File: config.mk
export PLATFORM = sky130hd
export DESIGN_NAME = fpu_addsub_core
export DESIGN_NICKNAME = d
export VERILOG_FILES = /design/src/rtl/fpu_addsub_core.sv
export SDC_FILE = /design/constraint.sdc
export NUM_CORES = 1
export LEC_CHECK = 0
export ABC_CLOCK_PERIOD_IN_PS = 5810
export BUFFER_PORTS_ARGS = -buffer_cell sky130_fd_sc_hd__buf_2
export CELL_PAD_IN_SITES_DETAIL_PLACEMENT = 1
export CELL_PAD_IN_SITES_GLOBAL_PLACEMENT = 1
export CORE_ASPECT_RATIO = 0.7
export CORE_UTILIZATION = 49
export CTS_CLUSTER_DIAMETER = 200
export DETAILED_ROUTE_END_ITERATION = 12
export PLACE_DENSITY_LB_ADDON = 0.3
export SLEW_MARGIN = 20
export SYNTH_ARGS = -nofsm -noshare
export SYNTH_HDL_FRONTEND = slang
export SYNTH_SLANG_ARGS = --single-unit
File: constraint.sdc
create_clock -name clk -period 5.81 [get_ports clk]
set_clock_uncertainty 0.15 [all_clocks]
set_input_delay 0.2905 -clock clk [delete_from_list [all_inputs] [get_ports clk]]
set_output_delay 0.2905 -clock clk [all_outputs]
set_load 0.005 [all_outputs]
File: src/rtl/fpu_addsub_core.sv
// Multi-cycle IEEE-754 single-precision add/subtract core with iterative shifters.
// Optional build macro FPU_ROUND_NEAREST_EN selects round-to-nearest-even; otherwise round-toward-zero.
module fpu_addsub_core #(
  parameter int unsigned ALIGN_LIMIT = 26
) (
  input  logic        clk,
  input  logic        arst,
  input  logic        start,
  input  logic        sub,
  input  logic [31:0] operand_a,
  input  logic [31:0] operand_b,
  output logic        busy,
  output logic        done,
  output logic [31:0] result,
  output logic [4:0]  flags
);

  localparam int unsigned EW = 9;   // working exponent, one spare bit for overflow
  localparam int unsigned MW = 27;  // hidden + 23 fraction + G/R/S
  localparam int unsigned SW = 28;  // MW plus carry

  localparam logic [31:0] QNAN      = 32'h7FC0_0000;
  localparam logic [4:0]  FLG_INV   = 5'b10000;
  localparam logic [4:0]  FLG_OVF   = 5'b01000;
  localparam logic [4:0]  FLG_UNF   = 5'b00100;
  localparam logic [4:0]  FLG_INX   = 5'b00010;
  localparam logic [4:0]  FLG_ZERO  = 5'b00001;

  typedef enum logic [2:0] {
    S_IDLE,
    S_UNPACK,
    S_ALIGN,
    S_ADD,
    S_NORM,
    S_ROUND,
    S_DONE
  } state_t;

  state_t        state_q, state_d;
  logic          busy_q, busy_d;
  logic          done_q, done_d;
  logic [31:0]   result_q, result_d;
  logic [4:0]    flags_q, flags_d;
  logic [31:0]   a_q, a_d;
  logic [31:0]   b_q, b_d;
  logic          sx_q, sx_d;
  logic          sy_q, sy_d;
  logic [EW-1:0] ex_q, ex_d;
  logic [SW-1:0] mx_q, mx_d;
  logic [MW-1:0] my_q, my_d;
  logic [7:0]    cnt_q, cnt_d;
  logic [31:0]   pres_q, pres_d;
  logic [4:0]    pflg_q, pflg_d;

  assign busy   = busy_q;
  assign done   = done_q;
  assign result = result_q;
  assign flags  = flags_q;

  // Operand classification of the latched inputs
  logic [7:0]  ea, eb;
  logic [22:0] fa, fb;
  logic        a_zero, b_zero, a_inf, b_inf, a_nan, b_nan, a_ge_b;

  assign ea     = a_q[30:23];
  assign eb     = b_q[30:23];
  assign fa     = a_q[22:0];
  assign fb     = b_q[22:0];
  assign a_zero = (ea == 8'd0);
  assign b_zero = (eb == 8'd0);
  assign a_inf  = (ea == 8'hFF) && (fa == 23'd0);
  assign b_inf  = (eb == 8'hFF) && (fb == 23'd0);
  assign a_nan  = (ea == 8'hFF) && (fa != 23'd0);
  assign b_nan  = (eb == 8'hFF) && (fb != 23'd0);
  assign a_ge_b = (a_q[30:0] >= b_q[30:0]);

  // Mantissa add/subtract and rounding datapath
  logic [SW-1:0] mag_sum, mag_diff;
  logic [23:0]   rnd_mant;
  logic          rnd_inc, rnd_inexact;
  logic [24:0]   rnd_sum;
  logic [22:0]   rnd_frac;
  logic [EW-1:0] rnd_exp;

  assign mag_sum  = {1'b0, mx_q[MW-1:0]} + {1'b0, my_q};
  assign mag_diff = {1'b0, mx_q[MW-1:0]} - {1'b0, my_q};

  always_comb begin
    rnd_mant    = mx_q[26:3];
    rnd_inexact = |mx_q[2:0];
`ifdef FPU_ROUND_NEAREST_EN
    rnd_inc     = mx_q[2] & (mx_q[1] | mx_q[0] | mx_q[3]);
`else
    rnd_inc     = 1'b0;
`endif
    rnd_sum     = {1'b0, rnd_mant} + 25'(rnd_inc);
    if (rnd_sum[24]) begin
      rnd_frac = rnd_sum[23:1];
      rnd_exp  = ex_q + EW'(1);
    end else begin
      rnd_frac = rnd_sum[22:0];
      rnd_exp  = ex_q;
    end
  end

  // Next-state and datapath control
  always_comb begin
    state_d  = state_q;
    busy_d   = busy_q;
    done_d   = 1'b0;
    result_d = result_q;
    flags_d  = flags_q;
    a_d      = a_q;
    b_d      = b_q;
    sx_d     = sx_q;
    sy_d     = sy_q;
    ex_d     = ex_q;
    mx_d     = mx_q;
    my_d     = my_q;
    cnt_d    = cnt_q;
    pres_d   = pres_q;
    pflg_d   = pflg_q;

    case (state_q)
      S_IDLE: begin
        if (start) begin
          a_d     = operand_a;
          b_d     = {operand_b[31] ^ sub, operand_b[30:0]};
          flags_d = 5'd0;
          pflg_d  = 5'd0;
          busy_d  = 1'b1;
          state_d = S_UNPACK;
        end
      end

      S_UNPACK: begin
        state_d = S_DONE;
        if (a_nan || b_nan) begin
          pres_d = QNAN;
          pflg_d = FLG_INV;
        end else if (a_inf && b_inf && (a_q[31] != b_q[31])) begin
          pres_d = QNAN;
          pflg_d = FLG_INV;
        end else if (a_inf) begin
          pres_d = a_q;
        end else if (b_inf) begin
          pres_d = b_q;
        end else if (a_zero && b_zero) begin
          pres_d = {a_q[31] & b_q[31], 31'd0};
          pflg_d = FLG_ZERO;
        end else if (a_zero) begin
          pres_d = b_q;
        end else if (b_zero) begin
          pres_d = a_q;
        end else begin
          state_d = S_ALIGN;
          if (a_ge_b) begin
            sx_d  = a_q[31];
            sy_d  = b_q[31];
            ex_d  = {1'b0, ea};
            mx_d  = {2'b01, fa, 3'b000};
            my_d  = {1'b1, fb, 3'b000};
            cnt_d = ea - eb;
          end else begin
            sx_d  = b_q[31];
            sy_d  = a_q[31];
            ex_d  = {1'b0, eb};
            mx_d  = {2'b01, fb, 3'b000};
            my_d  = {1'b1, fa, 3'b000};
            cnt_d = eb - ea;
          end
        end
      end

      // One bit per cycle; far-apart operands collapse to a lone sticky bit
      S_ALIGN: begin
        if (32'(cnt_q) > ALIGN_LIMIT) begin
          my_d    = MW'(1);
          cnt_d   = 8'd0;
          state_d = S_ADD;
        end else if (cnt_q == 8'd0) begin
          state_d = S_ADD;
        end else begin
          my_d    = {1'b0, my_q[MW-1:2], my_q[1] | my_q[0]};
          cnt_d   = cnt_q - 8'd1;
          if (cnt_q == 8'd1) begin
            state_d = S_ADD;
          end
        end
      end

      S_ADD: begin
        state_d = S_NORM;
        if (sx_q == sy_q) begin
          mx_d = mag_sum;
        end else if (mag_diff == SW'(0)) begin
          pres_d  = 32'd0;
          pflg_d  = FLG_ZERO;
          state_d = S_DONE;
        end else begin
          mx_d = mag_diff;
        end
      end

      S_NORM: begin
        if (mx_q[SW-1]) begin
          mx_d    = {1'b0, mx_q[SW-1:2], mx_q[1] | mx_q[0]};
          ex_d    = ex_q + EW'(1);
          state_d = S_ROUND;
        end else if (mx_q[MW-1]) begin
          state_d = S_ROUND;
        end else if (ex_q == EW'(1)) begin
          // Left shift would leave the normal range: flush to signed zero
          pres_d  = {sx_q, 31'd0};
          pflg_d  = FLG_UNF | FLG_INX;
          state_d = S_DONE;
        end else begin
          mx_d = {mx_q[SW-2:0], 1'b0};
          ex_d = ex_q - EW'(1);
        end
      end

      S_ROUND: begin
        state_d = S_DONE;
        if (rnd_exp >= EW'(255)) begin
          pres_d = {sx_q, 8'hFF, 23'd0};
          pflg_d = FLG_OVF | FLG_INX;
        end else begin
          pres_d = {sx_q, rnd_exp[7:0], rnd_frac};
          pflg_d = rnd_inexact ? FLG_INX : 5'd0;
        end
      end

      S_DONE: begin
        result_d = pres_q;
        flags_d  = pflg_q;
        done_d   = 1'b1;
        busy_d   = 1'b0;
        state_d  = S_IDLE;
      end

      default: begin
        state_d = S_IDLE;
        busy_d  = 1'b0;
      end
    endcase
  end

  // State and datapath registers
  always_ff @(posedge clk) begin
    if (arst) begin
      state_q  <= S_IDLE;
      busy_q   <= 1'b0;
      done_q   <= 1'b0;
      result_q <= 32'd0;
      flags_q  <= 5'd0;
      a_q      <= 32'd0;
      b_q      <= 32'd0;
      sx_q     <= 1'b0;
      sy_q     <= 1'b0;
      ex_q     <= EW'(0);
      mx_q     <= SW'(0);
      my_q     <= MW'(0);
      cnt_q    <= 8'd0;
      pres_q   <= 32'd0;
      pflg_q   <= 5'd0;
    end else begin
      state_q  <= state_d;
      busy_q   <= busy_d;
      done_q   <= done_d;
      result_q <= result_d;
      flags_q  <= flags_d;
      a_q      <= a_d;
      b_q      <= b_d;
      sx_q     <= sx_d;
      sy_q     <= sy_d;
      ex_q     <= ex_d;
      mx_q     <= mx_d;
      my_q     <= my_d;
      cnt_q    <= cnt_d;
      pres_q   <= pres_d;
      pflg_q   <= pflg_d;
    end
  end

endmodule

### Yosys cells after proc, flatten, opt, wreduce, memory -nomap -nowiden

Cells that the tools add are included.
Widths: inputs -> output; s select.

| cells by class | value |
|---|---|
| add/sub/neg operators | 7 |
| order comparisons | 3 |
| equality and inequality tests | 35 |
| muxes and demuxes | 99 |
| bitwise operators | 12 |
| reductions and logical operators | 36 |

Operators by type and width:

| cell | number |
|---|---|
| $mux 32 | 12 |
| $mux 27 | 12 |
| $mux 28 | 9 |
| $pmux 32 s4 | 1 |
| $mux 9 | 10 |
| $mux 8 | 11 |
| $pmux 28 s3 | 1 |
| $mux 5 | 11 |
| $pmux 27 s2 | 1 |
| $mux 26 | 2 |
| $logic_not 23->1 | 2 |
| $reduce_bool 23->1 | 2 |
| $mux 3 | 14 |
| $ge 31x31->1 | 1 |
| $mux 31 | 1 |
| $add 27x27->28 | 1 |
| $logic_not 28->1 | 1 |
| $sub 27x27->28 | 1 |
| $ne 2x2->1 const B | 13 |
| $pmux 5 s5 | 1 |
| $logic_not 8->1 | 3 |
| $ne 4x4->1 const B | 5 |
| $reduce_and 10->1 | 2 |
| $pmux 3 s6 | 1 |
| other kinds (42) | 74 |

| word-level totals | value |
|---|---|
| register bits after elaboration | 217 |
| input port bits | 68 |
| word-level logic and storage cells | 208 |

### Logic depth before layout (Yosys ltp)

Gate-level depths: netlist of run 1.

| logic depth | value |
|---|---|
| depth in word-level cells | 10 |
| depth in mapped cells | 15 |
| depth with buffers taken out | 13 |

### Worst setup path after synthesis of run 1

OpenSTA, ideal clock, no wires.

| timing | value |
|---|---|
| path kind | reg2reg |
| start | reg mx_q[0] |
| end | reg pflg_q[0] |
| data arrival time | 3.568 ns |
| data required time | 5.539 ns |
| setup slack | 1.971 ns |
| cell stages (with the launch flop) | 14 |
| buffers on the path | 0 |
| cell sequence | dfxtp_1 -> inv_1 -> ha_1 -> fa_1 -> nand2b_1 -> a211oi_2 -> o21ai_1 -> a21o_1 -> xnor2_1 -> or4_1 -> a2111oi_2 -> and4b_4 -> o21ai_4 -> mux2_4 |

| between the ends | value |
|---|---|
| word-level cells in the longest chain between the ends | 4 |

Ends and longest elaborated chain:

| element | line | source |
|---|---|---|
| start: declaration | 49 | `logic [SW-1:0] mx_q, mx_d;` |
| start signal: assignment | 278 | `mx_q <= mx_d;` |
| $sub 27x27->28 | 86 | `assign mag_diff = {1'b0, mx_q[MW-1:0]} - {1'b0, my_q};` |
| $logic_not 28->1 | 196 | `end else if (mag_diff == SW'(0)) begin` |
| $ne 2x2->1 (no line) | n/a |  |
| $reduce_and 10->1 (no line) | n/a |  |
| end signal: assignment | 282 | `pflg_q <= pflg_d;` |
| end: declaration | 53 | `logic [4:0] pflg_q, pflg_d;` |

Every way passes these cells.
A chain may end at the register's enable or synchronous reset.

### Worst setup path in the final report of run 1

| timing | value |
|---|---|
| start | reg mx_q[0] |
| end | reg pres_q[8] |

| between the ends | value |
|---|---|
| word-level cells in the longest chain between the ends | 4 |

Ends and longest elaborated chain:

| element | line | source |
|---|---|---|
| $sub 27x27->28 | 86 |  |
| $logic_not 28->1 | 196 |  |
| $ne 2x2->1 (no line) | n/a |  |
| $reduce_and 7->1 (no line) | n/a |  |
| end signal: assignment | 281 | `pres_q <= pres_d;` |
| end: declaration | 52 | `logic [31:0] pres_q, pres_d;` |

Every way passes these cells.

==> qor.txt, run 1 <==
Residual DRC -> 0
Worst setup EP type -> flip-flop
Mean Syn Cell Area -> 7.19 um^2
vias in the first global route -> 18.1k
Tot Pwr -> 10.1 mW
routability congestion estimate -> 1.06
FMAX -> 191 MHz
routed vias/inst -> 6.81
Resized cells post-CTS -> 0
CTS Buffer Depth -> 3
Synth top cells by count -> 374 x nand2_1, 295 x a21oi_1, 217 x dfxtp_1, 143 x o21ai_0, 118 x nor2_1
layout cells sized above 1 -> 9.76%
port bufs -> 106
Placeable Area -> 31500 um^2
Cell Pwr Density -> 560 nW/um^2
Fillers -> 3980
Area Growth Syn to Fin -> 14.2%
CTS tree -> built
Critical Path AT -> 5.52 ns
Req. time, crit path -> 6.10 ns
Yosys top cell by area -> dfxtp_1
wirelength, routed -> 73200 um
gr ovfl total -> 0
yosys warns -> 0
Mapped Nets -> 2377
Hold Violations, Final -> 0
Peak VDD IR -> 0.294 mV
register area share after synthesis -> 27.4%
Critical Path Start -> mx_q[0]
drt pass-1 iters -> 9
io pins -> 107
Netlist cell types -> 81
fin crit share -> 90.1%
dominant cells by area after synthesis -> dfxtp_1 27%, a21oi_1 9.3%, nand2_1 8.9%
Primary FF master, synth -> dfxtp_1
Rows -> 54
initial antenna violation count -> 3
DR vias -> 18.5k
worst rel slew slack -> 26.6%
largest net degree at the start of global routing -> 103
hold path start -> start
Netlist Area Pre-Place -> 15800 um^2
H-tree depth -> 1
Post-synth EDFFs -> 0
setup violators final -> 0
Reg clk slew, reported paths -> 0.07 ns
Initial Util -> 50.3%
initial DRC count -> 2155
dpl hpwl -> 49900 um
ys async rst share -> 0%
Final Max Slew Viols -> 0
top-area cell type share of the netlist area -> 27.4%
first-pass GRT wire length -> 111000 um
Die ar. -> 33100 um^2
post-route ant nets -> 0
slew of the pin with the lowest slew margin -> 1.10 ns
top-count cell post-synth -> nand2_1
Worst R2R Start -> mx_q[0]
RSZ-0062 raised after global routing -> false
clk_lat worst skew -> 0.57 ns
minimum clock period -> 5.23 ns
register bit total from synthesis -> 217
Crit Path Category -> flip-flop to flip-flop
Setup TNS -> 0 ns
Setup crit start kind -> flip-flop
Max Cap Viol -> 0
Clock Tree Root -> clkbuf_16
Static Leak -> 7.28 nW
clk sinks -> 217
die height -> 152 um
status -> completed
Tightest Hold Check Type -> input port to flip-flop
crit-path max FO -> 36
Mapped Cells -> 2202
Num CTS Buffers -> 24
DIE WIDTH -> 217 um
final net count -> 2454
routed len/inst -> 26.9 um
GRT Total Usage -> 42.9%
[cell type report]
type                    instances  area (um^2)  area share [%]
multi-input cells            1722        10500            58.2
repair buffers                203         1430            7.90
clock buffers                  29          649            3.59
flip-flops and latches        217         4340            24.0
inverters                     111          417            2.30
clock inverters                14          184            1.02
diodes                          3         7.51          0.0415
well taps                     420          526            2.91
[path summary, 6_finish.rpt]
check                                   to  slack, ns  cells after the start
worst max register to register   pres_q[8]       0.58                     14
worst max-delay path             pres_q[8]       0.58                     14
worst min register to register  result[17]       0.30                      2
worst min-delay path              flags[0]       0.12                      4
[per-stage QoR]
stage          setup WS, ns  utilization, %  hold slack [ns]  instance area, um^2  std cells
2_1_floorplan          1.97               -            0.276                15800       2202
3_3_place_gp           1.10            52.7            0.292                16600       2608
3_5_place_dp          0.835            52.7            0.295                16600       2608
4_1_cts               0.785            57.4           0.0823                18100       2716
5_1_grt               0.355            57.4            0.130                18100       2717
6_report              0.577            57.4            0.125                18100       2719
[layout by cell type, fill, tap and decap left out, types with 35 or more instances in the layout]
cell	netlist	layout
dlygate4sd3_1	0	65
nand3_1	78	78
nor2_1	118	115
dfxtp_1	217	217
mux2i_1	38	38
nor3_1	66	65
inv_1	108	108
a211oi_1	44	44
a31oi_1	35	35
a21oi_1	295	292
buf_2	27	105
o21ai_0	143	143
nand2_1	374	373
ha_1	103	103
[logic make-up (layout without fill, tap and decap cells)]
kind of cell | Yosys count | after routing | synth area share, %
other | 0 | 3 | 0
and+or+nand+nor | 780 | 780 | 22.3
buffers and inverters | 263 | 357 | 6.52
xor gates and xnor gates | 40 | 40 | 2.26
adders and majority gates | 107 | 107 | 8.64
muxes | 48 | 48 | 3.14
AOI/OAI and AO/OA | 747 | 747 | 29.7
DFF | 217 | 217 | 27.4
[registers in the layout, summed over array words and instances (netlist names), 3 cells and up]
signal	flops
result	32
cnt_q	8
ex_q	9
my_q	27
pflg_q	5
state_q	3
mx_q	28
a_q	32
b_q	32
pres_q	32
flags	5
[critical path, stage by stage (launching register included)]
cell	delay [ns]
dfxtp_1	0.40
inv_1	0.09
ha_1	0.26
fa_1	0.45
nand2b_1	0.23
a211oi_2	0.60
o211ai_1	0.29
a221oi_1	0.34
o21ai_0	0.13
a31oi_1	0.37
nor4bb_1	0.44
and4_1	0.52
buf_4	0.46
o21ai_0	0.19
o211a_1	0.20
[repair_timing]
| action | 4_1_cts | 5_1_grt |
|---|---|---|
| endpoints found under the setup margin | 0 | 0 |
| setup buffers | 0 | 0 |
| hold buffers | 65 | 0 |
| endpoints found under the hold margin | 64 | 0 |
[where the power goes]
group	switching (mW)	leakage, nW	internal (mW)
clock	0.739	0.397	0.944
sequential	0.519	1.77	1.80
combinational	4.10	5.12	2.02
[layer usage]
metal / up-vias / track usage, % / wire [um]
met5: - / 0 / 13
met4: 2 / 12.7 / 2330
met3: 170 / 14.7 / 9550
met2: 1159 / 63.0 / 30300
met1: 9101 / 58.8 / 31000
li1: 8097 / - / -
No activity file was read; power rests on OpenSTA's default activity.
==> run 2, diff against run 1 <==
BUFFER_PORTS_ARGS = not set   (was -buffer_cell sky130_fd_sc_hd__buf_2)
CORE_UTILIZATION = 52   (was 49)
DONT_BUFFER_PORTS = 1   (was not set)
==> run 2 against run 1 <==
Compared with the run above: via count down 1.8%; sequential share of layout area up 0.73 points; worst hold slack worse by 0.0093 ns; utilization up 1.1 points; global-route usage up 1.2 points; cell count down 4.2%; non-clock buffer count down 105; critical path depth down 1; count of clock-buffer cells in the layout unchanged; combinational power down 0.8%; largest cell class unchanged; largest power group unchanged.
==> qor.txt, run 2 (synthesized netlist as in run 1, its figures left out) <==
Int Pwr -> 4.74 mW (was 4.77 mW)
area of the multi-input gates -> 10500 um^2 (about the same)
drt pass-1 iters -> 8 (was 9)
DIE WIDTH -> 211 um (was 217 um)
port bufs -> 0 (was 106)
final net count -> 2348 (was 2454)
Die ar. -> 31200 um^2 (was 33100 um^2)
Peak VDD IR -> 0.281 mV (was 0.294 mV)
Setup TNS -> 0 ns (unchanged)
Tot Pwr -> 10.0 mW (was 10.1 mW)
fin crit share -> 92.9% (was 90.1%)
routability congestion estimate -> 0.947 (was 1.06)
io pins -> 107 (unchanged)
largest net degree at the start of global routing -> 186 (was 103)
clk_lat worst skew -> 0.56 ns (was 0.57 ns)
status -> completed (unchanged)
minimum clock period -> 5.40 ns (was 5.23 ns)
worst rel slew slack -> 23.5% (was 26.6%)
RSZ-0062 raised after global routing -> false (unchanged)
Crit Path Category -> flip-flop to flip-flop (unchanged)
dpl hpwl -> 46700 um (was 49900 um)
Residual DRC -> 0 (unchanged)
Reg clk slew, reported paths -> 0.07 ns (about the same)
Final Max Slew Viols -> 0 (unchanged)
initial DRC count -> 2466 (was 2155)
gr ovfl total -> 0 (unchanged)
Req. time, crit path -> 6.10 ns (about the same)
layout cells sized above 1 -> 5.30% (was 9.76%)
Setup crit start kind -> flip-flop (unchanged)
Placeable Area -> 30000 um^2 (was 31500 um^2)
routed len/inst -> 26.7 um (was 26.9 um)
Area Growth Syn to Fin -> 10.8% (was 14.2%)
Hold Violations, Final -> 0 (unchanged)
slew of the pin with the lowest slew margin -> 1.15 ns (was 1.10 ns)
FMAX -> 185 MHz (was 191 MHz)
vias in the first global route -> 18.2k (was 18.1k)
first-pass GRT wire length -> 107000 um (was 111000 um)
commonest non-fill, non-tap cells in the layout -> 373 x nand2_1, 292 x a21oi_1, 217 x dfxtp_1 (unchanged)
worst path cell trace -> inv_1 -> ha_1 -> fa_1 -> nand2b_1 -> a211oi_2 -> o211ai_1 -> a221oi_1 -> o21ai_0 -> a31oi_1 -> nor4bb_1 -> and4_1 -> nor2_2 -> a211oi_1 (was inv_1 -> ha_1 -> fa_1 -> nand2b_1 -> a211oi_2 -> o211ai_1 -> a221oi_1 -> o21ai_0 -> a31oi_1 -> nor4bb_1 -> and4_1 -> buf_4 -> o21ai_0 -> o211a_1)
fin util -> 58.5% (was 57.4%)
Fillers -> 3784 (was 3980)
Comb power frac -> 60.6% (was 60.5%)
Post-Layout Cell Count -> 2605 (was 2719)
clk sinks -> 217 (unchanged)
CTS tree -> built (unchanged)
dpl ws -> 0.761 ns (was 0.835 ns)
Cell Pwr Density -> 571 nW/um^2 (was 560 nW/um^2)
hold_ws -> 0.116 ns (was 0.125 ns)
net switching power -> 5.28 mW (was 5.35 mW)
Initial Util -> 52.8% (was 50.3%)
clock share of power -> 16.1% (was 16.6%)
routed vias/inst -> 6.98 (was 6.81)
most common cell after layout, fill and taps aside -> nand2_1 (unchanged)
area post-placement -> 16000 um^2 (was 16600 um^2)
sequential share of power -> 23.3% (was 22.9%)
Final Cell Area -> 17500 um^2 (was 18100 um^2)
CTS Buffer Depth -> 3 (unchanged)
Static Leak -> 6.80 nW (was 7.28 nW)
Rows -> 53 (was 54)
Resized cells post-CTS -> 0 (unchanged)
initial antenna violation count -> 7 (was 3)
DR vias -> 18.2k (was 18.5k)
Slowest cell on crit path -> and4_1 (was a211oi_2)
Num CTS Buffers -> 23 (was 24)
Worst setup EP type -> flip-flop (unchanged)
post-route ant nets -> 0 (unchanged)
FF/Latch Area -> 4340 um^2 (unchanged)
placed cell count -> 2493 (was 2608)
Max Cap Viol -> 0 (unchanged)
die height -> 148 um (was 152 um)
Clock Tree Root -> clkbuf_16 (unchanged)
CP peak stage delay -> 0.82 ns (was 0.60 ns)
setup violators final -> 0 (unchanged)
H-tree depth -> 1 (unchanged)
Tightest Hold Check Type -> input port to flip-flop (unchanged)
Post-CTS Setup Inserts -> 0 (unchanged)
Sw Ratio -> 52.7% (was 52.9%)
Critical Path AT -> 5.69 ns (was 5.52 ns)
setup ws final -> 0.412 ns (was 0.577 ns)
crit-path max FO -> 15 (was 36)
wirelength, routed -> 69700 um (was 73200 um)
GRT Total Usage -> 44.1% (was 42.9%)
## run 2: changes by cell type in the layout (fill, tap and decap cells not counted), moves of 2 or more
| cell | before | now |
|---|---|---|
| a2111oi_1 | 2 | 0 |
| inv_6 | 2 | 0 |
| buf_4 | 32 | 30 |
| diode_2 | 3 | 5 |
| buf_2 | 105 | 0 |
| clkinvlp_4 | 4 | 2 |
## run 2: power groups by stage
| stage | logic [mW] | clock network, mW | registers [mW] |
|---|---|---|---|
| global placement | 5.38 | 0 | 2.28 |
| finish | 6.07 | 1.62 | 2.33 |
| CTS | 5.69 | 1.59 | 2.28 |
| global route | 6.43 | 1.66 | 2.34 |
| detailed placement | 5.57 | 0 | 2.30 |
| floorplan | 4.03 | 0 | 2.08 |
## run 2: cell type report
type	instances	area share [%]
clock inverter	11	0.941
multi-input combinational	1722	60.0
timing repair buffer	98	5.32
sequential	217	24.8
antenna	5	0.0713
clock buffer	29	3.64
inverter	111	2.37
tap	412	2.94
## run 2: final timing paths
path / start / to / slack [ns] / cells past startpoint
max: mx_q[0] / mx_q[12] / 0.41 / 13
min: arst / done / 0.12 / 2
max reg2reg: mx_q[0] / mx_q[12] / 0.41 / 13
min reg2reg: pres_q[21] / result[21] / 0.31 / 2
## run 2: what timing repair did
action,in CTS,in global routing
endpoints found under the hold margin,184,0
hold buffers,67,0
setup endpoints to repair,0,0
## run 2: per-layer routing
metal	track usage [%]	part of all wire, %	vias to the layer above
met5	0	0.029	-
met4	15.7	3.7	4
met3	14.7	12	269
met2	66.5	43	1103
met1	58.6	41	8923
li1	-	-	7891
## run 2: worst max-delay path, delay by kind of cell (launching register included)
family,cells,cell delay (ns)
AND/OR/NAND/NOR,4,2.12
AO/OA/AOI/OAI,6,1.84
adder cells (fa/ha/maj),2,0.71
flip-flops,1,0.39
buffers and inverters,1,0.09
